--- src/rtl/rf_pkg.sv ---
// rtl/rf_pkg.sv - shared constants, types and helpers for the scoreboarded register file
//
// Purpose: holds the default geometry of the register file, the popcount
//          helper used by the pending-write counter, and the register word type.
// Ports:   none (package).
// Optional feature macro used by importers: RF_BYPASS_EN.
package rf_pkg;

  localparam int DW_DEF  = 8;
  localparam int AW_DEF  = 3;
  localparam int NRD_DEF = 2;

  // popcount is written once for the widest scoreboard supported (AW up to
  // MAX_AW). Callers zero-extend their busy vector to PC_W bits and narrow
  // the result back to AW+1 bits.
  localparam int MAX_AW = 6;
  localparam int PC_W   = 2 ** MAX_AW;

  typedef logic [DW_DEF-1:0] rf_word_t;

  function automatic logic [MAX_AW:0] popcount(input logic [PC_W-1:0] v);
    logic [MAX_AW:0] c;
    c = '0;
    for (int i = 0; i < PC_W; i++) begin
      c = c + (MAX_AW+1)'(v[i]);
    end
    return c;
  endfunction

endpackage

--- src/rtl/rf_bank.sv ---
// rtl/rf_bank.sv - register storage array with async clear, one write port, NRD read ports
//
// Purpose: plain storage for the scoreboarded register file. Reads are
//          combinational; a write lands on the rising edge.
// Ports:
//   clk    in   clock
//   rst_n  in   asynchronous active-low clear of every register
//   we     in   write enable
//   waddr  in   write address (AW)
//   wdata  in   write data (DW)
//   raddr  in   packed read addresses, port i at [i*AW +: AW]
//   rdata  out  packed read data, port i at [i*DW +: DW]
module rf_bank
  import rf_pkg::*;
#(
  parameter int DW  = DW_DEF,
  parameter int AW  = AW_DEF,
  parameter int NRD = NRD_DEF
) (
  input  logic              clk,
  input  logic              rst_n,
  input  logic              we,
  input  logic [AW-1:0]     waddr,
  input  logic [DW-1:0]     wdata,
  input  logic [NRD*AW-1:0] raddr,
  output logic [NRD*DW-1:0] rdata
);

  localparam int DEPTH = 2 ** AW;

  logic [DW-1:0] mem_q [DEPTH];
  logic [DW-1:0] mem_d [DEPTH];

  always_comb begin
    mem_d = mem_q;
    if (we) begin
      mem_d[waddr] = wdata;
    end
  end

  always_ff @(posedge clk or negedge rst_n) begin
    if (!rst_n) begin
      mem_q <= '{default: '0};
    end else begin
      mem_q <= mem_d;
    end
  end

  always_comb begin
    rdata = '0;
    for (int i = 0; i < NRD; i++) begin
      rdata[i*DW +: DW] = mem_q[raddr[i*AW +: AW]];
    end
  end

endmodule

--- src/rtl/rf_scoreboard.sv ---
// rtl/rf_scoreboard.sv - register file with per-register busy scoreboard, pending counter and error flag
//
// Purpose: wraps rf_bank and tracks which registers await writeback so decode
//          can stall on RAW hazards. A reservation marks a register busy; a
//          writeback stores data and clears busy. Reserving a register that is
//          already busy (and not being written the same cycle) sets a sticky
//          error. Supports AW up to rf_pkg::MAX_AW.
// Optional: define RF_BYPASS_EN to forward the writeback data and a clear busy
//           flag to any read port addressing the register being written.
// Ports:
//   Clk       in   clock
//   Rst_n     in   asynchronous active-low reset
//   We        in   writeback enable
//   Waddr     in   writeback address (AW)
//   In        in   writeback data (DW)
//   Rsv       in   reserve request (mark Rsv_addr busy)
//   Rsv_addr  in   register to reserve (AW)
//   Raddr     in   packed read addresses, port i at [i*AW +: AW]
//   Out       out  packed read data, port i at [i*DW +: DW]
//   Busy      out  per-port busy flag of the addressed register
//   Busy_vec  out  raw scoreboard bits (DEPTH)
//   Pend_cnt  out  registered number of set busy bits (AW+1)
//   Err       out  sticky double-reservation error
module rf_scoreboard
  import rf_pkg::*;
#(
  parameter int DW  = DW_DEF,
  parameter int AW  = AW_DEF,
  parameter int NRD = NRD_DEF
) (
  input  logic                Clk,
  input  logic                Rst_n,
  input  logic                We,
  input  logic [AW-1:0]       Waddr,
  input  logic [DW-1:0]       In,
  input  logic                Rsv,
  input  logic [AW-1:0]       Rsv_addr,
  input  logic [NRD*AW-1:0]   Raddr,
  output logic [NRD*DW-1:0]   Out,
  output logic [NRD-1:0]      Busy,
  output logic [(2**AW)-1:0]  Busy_vec,
  output logic [AW:0]         Pend_cnt,
  output logic                Err
);

  localparam int DEPTH = 2 ** AW;

  logic [DEPTH-1:0]  busy_q, busy_d;
  logic [AW:0]       pend_cnt_q, pend_cnt_d;
  logic              err_q, err_d;
  logic [NRD*DW-1:0] bank_rdata;

  rf_bank #(
    .DW  (DW),
    .AW  (AW),
    .NRD (NRD)
  ) u_bank (
    .clk   (Clk),
    .rst_n (Rst_n),
    .we    (We),
    .waddr (Waddr),
    .wdata (In),
    .raddr (Raddr),
    .rdata (bank_rdata)
  );

  always_comb begin
    busy_d = busy_q;
    // Clear first, then set: on a same-address write+reserve the new
    // producer's reservation wins.
    if (We) begin
      busy_d[Waddr] = 1'b0;
    end
    if (Rsv) begin
      busy_d[Rsv_addr] = 1'b1;
    end

    // WAW double-issue: reserving a busy register whose old producer is not
    // retiring in this same cycle.
    err_d = err_q;
    if (Rsv && busy_q[Rsv_addr] && !(We && (Waddr == Rsv_addr))) begin
      err_d = 1'b1;
    end

    // Counting the next-state vector keeps Pend_cnt exactly in step with
    // Busy_vec, whatever combination of reserve and writeback occurred.
    pend_cnt_d = (AW+1)'(popcount(PC_W'(busy_d)));
  end

  always_ff @(posedge Clk or negedge Rst_n) begin
    if (!Rst_n) begin
      busy_q     <= '0;
      pend_cnt_q <= '0;
      err_q      <= 1'b0;
    end else begin
      busy_q     <= busy_d;
      pend_cnt_q <= pend_cnt_d;
      err_q      <= err_d;
    end
  end

  always_comb begin
    Out  = bank_rdata;
    Busy = '0;
    for (int i = 0; i < NRD; i++) begin
      Busy[i] = busy_q[Raddr[i*AW +: AW]];
`ifdef RF_BYPASS_EN
      // Forward the writeback so the consumer can issue this cycle.
      if (We && (Waddr == Raddr[i*AW +: AW])) begin
        Out[i*DW +: DW] = In;
        Busy[i]         = 1'b0;
      end
`endif
    end
  end

  assign Busy_vec = busy_q;
  assign Pend_cnt = pend_cnt_q;
  assign Err      = err_q;

endmodule

--- config.mk ---
export PLATFORM = sky130hd
export DESIGN_NAME = rf_scoreboard
export DESIGN_NICKNAME = d
export VERILOG_FILES = /design/src/rtl/rf_pkg.sv /design/src/rtl/rf_bank.sv /design/src/rtl/rf_scoreboard.sv
export SDC_FILE = /design/constraint.sdc
export NUM_CORES = 1
export LEC_CHECK = 0
export BUFFER_PORTS_ARGS = -buffer_cell sky130_fd_sc_hd__buf_2
export CORE_MARGIN = 2
export CORE_UTILIZATION = 30
export CTS_BUF_LIST = sky130_fd_sc_hd__clkbuf_16
export CTS_CLUSTER_SIZE = 12
export DETAILED_ROUTE_END_ITERATION = 8
export SYNTH_ARGS = -nofsm -noshare
export SYNTH_HDL_FRONTEND = slang
export SYNTH_SLANG_ARGS = --single-unit
export TNS_END_PERCENT = 20
--- constraint.sdc ---
create_clock -name Clk -period 3.9 [get_ports Clk]
set_input_delay 0.975 -clock Clk [delete_from_list [all_inputs] [get_ports Clk]]
set_output_delay 0.975 -clock Clk [all_outputs]
set_load 0.1 [all_outputs]
======== Yosys cells after proc, flatten, opt, wreduce, memory -nomap -nowiden ========
Index checks and enable logic that the tools add are counted.
storage, ports and cells
  output and inout port bits .............. 31
  register bits ........................... 77
  input port bits ......................... 24
  bits in writable memories ............... 0
  memories kept ........................... 0
  latch bits .............................. 0
  ROM bits ................................ 0
operators by class
  bitwise gates (word level) .............. 6
  add/sub/neg operators ................... 7
  shifts and indexed selects .............. 0
  multipliers ............................. 0
  multiplexer cells ....................... 21
  div/mod/pow operators ................... 0
  magnitude comparators ................... 10
  reductions and logical operators ........ 7
  equal/unequal tests ..................... 1
operators by type and width
  kind                                                                                  number
  64-bit bitwise mux                                                                    1
  8-bit 2-to-1 mux                                                                      7
  8-bit binary-select mux with 3-bit select                                             2
  8-bit demux with 3-bit select                                                         1
  4-bit by 1-bit adder with 4-bit output                                                4
  3-bit by 4-bit < comparator with 1-bit output (second input constant)                 4
  4-bit greater-or-equal comparator (second input constant)                             3
  3-bit NOT with 4-bit output                                                           3
  1-bit binary-select mux with 3-bit select                                             3
  8-bit AND                                                                             1
  8-bit NOT                                                                             1
  8-bit bitwise OR                                                                      1
  1-bit demux with 3-bit select                                                         2
  3-bit by 1-bit greater-or-equal comparator with 1-bit output (second input constant)  2
  1-bit logical AND                                                                     6
  1-bit 2-to-1 mux                                                                      5
  3-bit by 1-bit adder with 4-bit output                                                1
  4-bit by 1-bit < comparator with 1-bit output (second input constant)                 1
  2-bit by 1-bit adder with 3-bit output                                                1
  3-bit equality test                                                                   1
  1-bit by 1-bit adder with 2-bit output                                                1
  1-bit zero test                                                                       1

======== Depth between registers and ports, before layout ========
  depth after elaboration ................. 16
  depth in mapped cells ................... 14
  depth with buffers taken out ............ 13

======== By module ========
A second synthesis with hierarchy kept.
second synthesis, totals
  cell total of the unflattened synthesis .. 283
  area, all modules ....................... 4464.3 µm²
by module, submodules not included
  module         times used  area each (µm²)  cells each  seq. area each (µm²)
  rf_bank        1           3539.6           201         1601.5
  rf_scoreboard  1           924.6            82          325.3

======== Worst setup path before layout ========
OpenSTA, ideal clock, no wires.
  kind .................................... input-to-reg
  start ................................... input port Waddr[2]
  end ..................................... register pend_cnt_q[2], in the netlist Pend_cnt[2]
  stages on the path ...................... 14
  library setup time ...................... 0.123 ns
  required time ........................... 3.777 ns
  arrival ................................. 3.987 ns
  setup slack ............................. -0.209 ns
  buffers on the path ..................... 1
  path through ............................ buf_2 nand4b_1 nand2_1 o21a_1 fa_1 inv_1 fa_1 inv_1 fa_1 inv_1 ha_1 inv_1 fa_1 xnor2_1
between the ends
  word-level cells in the longest chain between the ends .. 16
  elaborated cells between the ends (all ways) .. 17
  those cells by class .................... 7 x add/sub; 2 x order compare; 4 x mux; 3 x bitwise; 1 x reduce/logical
RTL lines
  item                                                                                                                                                        line                 source
  from (decl)                                                                                                                                                 rf_scoreboard.sv:34  input logic [AW-1:0] Waddr,
  3-bit by 4-bit < comparator with 1-bit output (implied by the code) / 3-bit by 1-bit greater-or-equal comparator with 1-bit output (equally long branches)  rf_scoreboard.sv:72  busy_d[Waddr] = 1'b0;
  1-bit logical AND (implied by the code)                                                                                                                     rf_scoreboard.sv:72
  1-bit 2-to-1 mux (implied by the code)                                                                                                                      rf_scoreboard.sv:72
  1-bit demux with 3-bit select *                                                                                                                             rf_scoreboard.sv:72
  8-bit NOT (no line) *                                                                                                                                       -
  8-bit AND (no line) *                                                                                                                                       -
  8-bit 2-to-1 mux *                                                                                                                                          rf_scoreboard.sv:71  if (We) begin
  8-bit bitwise OR (no line)                                                                                                                                  -
  8-bit 2-to-1 mux *                                                                                                                                          rf_scoreboard.sv:74  if (Rsv) begin
  1-bit by 1-bit adder with 2-bit output                                                                                                                      rf_pkg.sv:25         c = c + (MAX_AW+1)'(v[i]);
  2-bit by 1-bit adder with 3-bit output                                                                                                                      rf_pkg.sv:25
  3-bit by 1-bit adder with 4-bit output                                                                                                                      rf_pkg.sv:25
  4-bit by 1-bit adder with 4-bit output (3 in a row)                                                                                                         rf_pkg.sv:25
  4-bit by 1-bit adder with 4-bit output *                                                                                                                    rf_pkg.sv:25
  net pend_cnt_d[2]                                                                                                                                           rf_scoreboard.sv:49  logic [AW:0] pend_cnt_q, pend_cnt_d;
  to (signal assigned)                                                                                                                                        rf_scoreboard.sv:97  pend_cnt_q <= pend_cnt_d;
  to (decl)                                                                                                                                                   rf_scoreboard.sv:49
Mark *: on every way through the listed nets, which the timed path passes. The rest lies on a longest branch.
A chain may end at the register's enable or synchronous reset.

======== Worst setup path in the final report ========
  start ................................... input port Waddr[1]
  end ..................................... register pend_cnt_q[1], in the netlist Pend_cnt[1]
Same word-level chain as after synthesis.

==> results.yml <==
drt:
  via_count: 2860
  via_per_inst: 5.248
  wirelength_um: 10290
  ant_nets: 0
  drc: 0
  firstDrtPassIters: 4
  wl_per_cell_um: 18.89
  drtIter0Drc: 89
floorplan:
  fp.dieW_um: 125.9
  ios: 55
  die_y_um: 125.9
  coreArea_mm2: 0.01453
  row_count: 44
  die-area_mm2: 0.01584
  start_util_pct: 30.66
clocking:
  htreeDepth: 3
  cts.repair.resized: 0
  cts_hold_buffers: 0
  root_buffer: "clkbuf_16"
  cts_inserted_buffers: 9
  clk-insertion-delay-late_ns: 0.34
  cts.sink_count: 77
  cts_tree: "built"
  post_cts_buffers: 0
  clk_pin_slew_ns: 0.06
  clock_path_buffers: 2
worst_setup_path:
  crit_arrival_ns: 3.89
  critPathKind: "in -> reg"
  path_cells: "buf_2, nor2_1, nand3_1, a32oi_1, fa_1, inv_1, fa_1, inv_1, fa_1, inv_1, ha_2, inv_2, fa_2, inv_1"
  cpMostUsedCell: "inv_1"
  cpPeakStageDelay_ns: 0.51
  slowest_stage: "fa_2"
  path_max_fanout: 4
  path_delay_family: "adder cells"
  crit_buf_inv: 6
  startpoint_type: "input port"
  cp_data_required_time_ns: 4.13
  cp-end-kind: "register"
yosys:
  yosys-top-cells-area: "dfrtp_1 43%, mux4_1 21%, mux2_2 21%"
  synthCells: 284
  synthFlopType: "dfrtp_1"
  yosys_register_bits: 77
  synth.most_common_cell: "mux2_2"
  seq_area_frac_synth_pct: 43.25
  async_flop_share_pct: 100.0
  synth_edf_count: 0
  synth_top_area_share_pct: 43.25
  ys_top_cells_by_count: "82 x mux2_2, 77 x dfrtp_1, 36 x mux4_1, 12 x inv_1, 9 x buf_2"
  synth_warnings: 0
  netlist_area_mm2: 0.004456
  avgSynthCellArea_um2: 15.69
  synth_fp_nets: 315
  netlist.top_cell.by_area: "dfrtp_1"
  synth_cell_types: 38
placed_design:
  place_hpwl_um: 7102
  numPortBuffers: 54
  gp_congestion: 0.8701
  dp_worst_setup_slack_ns: -0.1201
sta:
  finalSetupTns_ns: 0
  rsz0062_at_grt: "false"
  period_needed_ns: 3.655
  setup_viol_count_final: 0
  layout_worst_path_cycle_share_pct: 93.71
  slew_headroom_pct: 32.42
  slew_viol_final: 0
  hold_viol: 0
  max_freq_mhz: 273.6
  postLayoutSetupSlackWorst_ns: 0.2455
  skew_ns: 0.005671
  worst_slew_pin_slew_ns: 1.008
cells_and_area:
  num-fill-cells: 1423
  fin_util_pct: 36.80
  final_nets: 387
  antenna_cells: 0
  drive_gt1_share_pct: 50.97
  area_delta_synth_final_pct: 20.05
global_route:
  grt_pass1_wl_um: 16350
  grt-ovfl-total: 0
  grt_pass1_vias: 3035
  antenna_found_initial: 0
  grt_start_max_net_pins: 34
  grtUsageTotal_pct: 13.50
pwr:
  leakagePower_nw: 2.391
  finalPower_mw: 3.419
  ir_drop_uv: 375.8
  power_density_mw_per_mm2: 639.2
run_status:
  status: "complete, no violations"
job:
  maxCapViolations: 0
worst_hold_path:
  hp-class: "reg -> reg"
==> metal layers <==
metal  routed length (µm)  vias to the layer above  GRT usage [%]
li1                     -                     1275              -
met3                  487                       16          3.356
met2                 5157                       65          22.80
met1                 4486                     1504          17.01
met5                    0                        -              0
met4                  162                        0          4.590
==> final timing paths <==
| kind | end | start | slack, ns | cells after the start |
|---|---|---|---|---|
| worst max-delay path | Pend_cnt[1] | Waddr[1] | 0.25 | 14 |
| worst min-delay path | Err | Err | 0.46 | 1 |
| worst max register to register | Pend_cnt[1] | Busy_vec[3] | 0.83 | 12 |
| worst min register to register | Err | Err | 0.46 | 1 |
| max in group asynchronous | u_bank.mem_q[32] | Rst_n | 2.37 | 2 |
| min in group asynchronous | Pend_cnt[2] | Rst_n | 0.70 | 1 |
==> per-stage QoR <==
stage | instances | area, µm² | hold WS, ns
global placement | 529 | 5051 | 0.4557
detailed placement | 529 | 5051 | 0.4527
CTS | 545 | 5349 | 0.4695
finish | 545 | 5349 | 0.4637
global route | 545 | 5349 | 0.5153
floorplan | 284 | 4479 | 0.4849
==> worst reg2reg max path, cell delays in order (launching register included) <==
cell and delay (ns):
dfrtp_1 0.45, nand2_1 0.10, o21a_1 0.12, fa_1 0.47
inv_1 0.05, fa_1 0.47, inv_1 0.05, fa_1 0.42
inv_1 0.07, ha_2 0.19, inv_2 0.04, fa_2 0.51
inv_1 0.04
==> power breakdown <==
| group | leakage, nW | internal [mW] | switching, mW |
|---|---|---|---|
| registers | 0.919 | 0.987 | 0.123 |
| logic | 1.32 | 0.489 | 0.990 |
| clock network | 0.148 | 0.497 | 0.332 |
==> final cells by class <==
| class | instances | area, µm² | area share (%) |
|---|---|---|---|
| multi-input cells | 176 | 2359 | 44.09 |
| flip-flops and latches | 77 | 1927 | 36.02 |
| repair buffers | 80 | 490.5 | 9.170 |
| well taps | 184 | 230.2 | 4.304 |
| clock buffers | 9 | 225.2 | 4.211 |
| clock inverters | 7 | 72.57 | 1.357 |
| inverters | 12 | 45.04 | 0.8421 |
==> cell families (layout without fill, tap and decap cells) <==
| group | Yosys count | count (layout) | share of synthesized area [%] |
|---|---|---|---|
| simple gates | 28 | 28 | 3.875 |
| xor+xnor | 4 | 4 | 0.7862 |
| compound gates | 16 | 16 | 2.612 |
| buf+inv | 31 | 108 | 3.931 |
| fa+ha+maj | 7 | 7 | 2.640 |
| mux | 121 | 121 | 42.91 |
| flops | 77 | 77 | 43.25 |
==> flip-flops by register name, indices dropped and copies added, names as in the netlist <==
signal        count
Err               1
Busy_vec          8
Pend_cnt          4
u_bank.mem_q     64
==> layout by cell type, fill, tap and decap left out, types with 3 or more instances in the layout <==
| cell | Yosys | layout |
|---|---|---|
| inv_1 | 12 | 12 |
| fa_1 | 4 | 3 |
| dfrtp_1 | 77 | 77 |
| clkbuf_16 | 0 | 9 |
| buf_2 | 9 | 54 |
| nor2_1 | 4 | 4 |
| o21ai_0 | 3 | 3 |
| xnor2_1 | 4 | 4 |
| nand2b_1 | 3 | 3 |
| buf_4 | 0 | 24 |
| nand2_1 | 8 | 8 |
| mux2_2 | 82 | 82 |
| mux4_1 | 36 | 36 |
(Power assumes the default switching activity.)
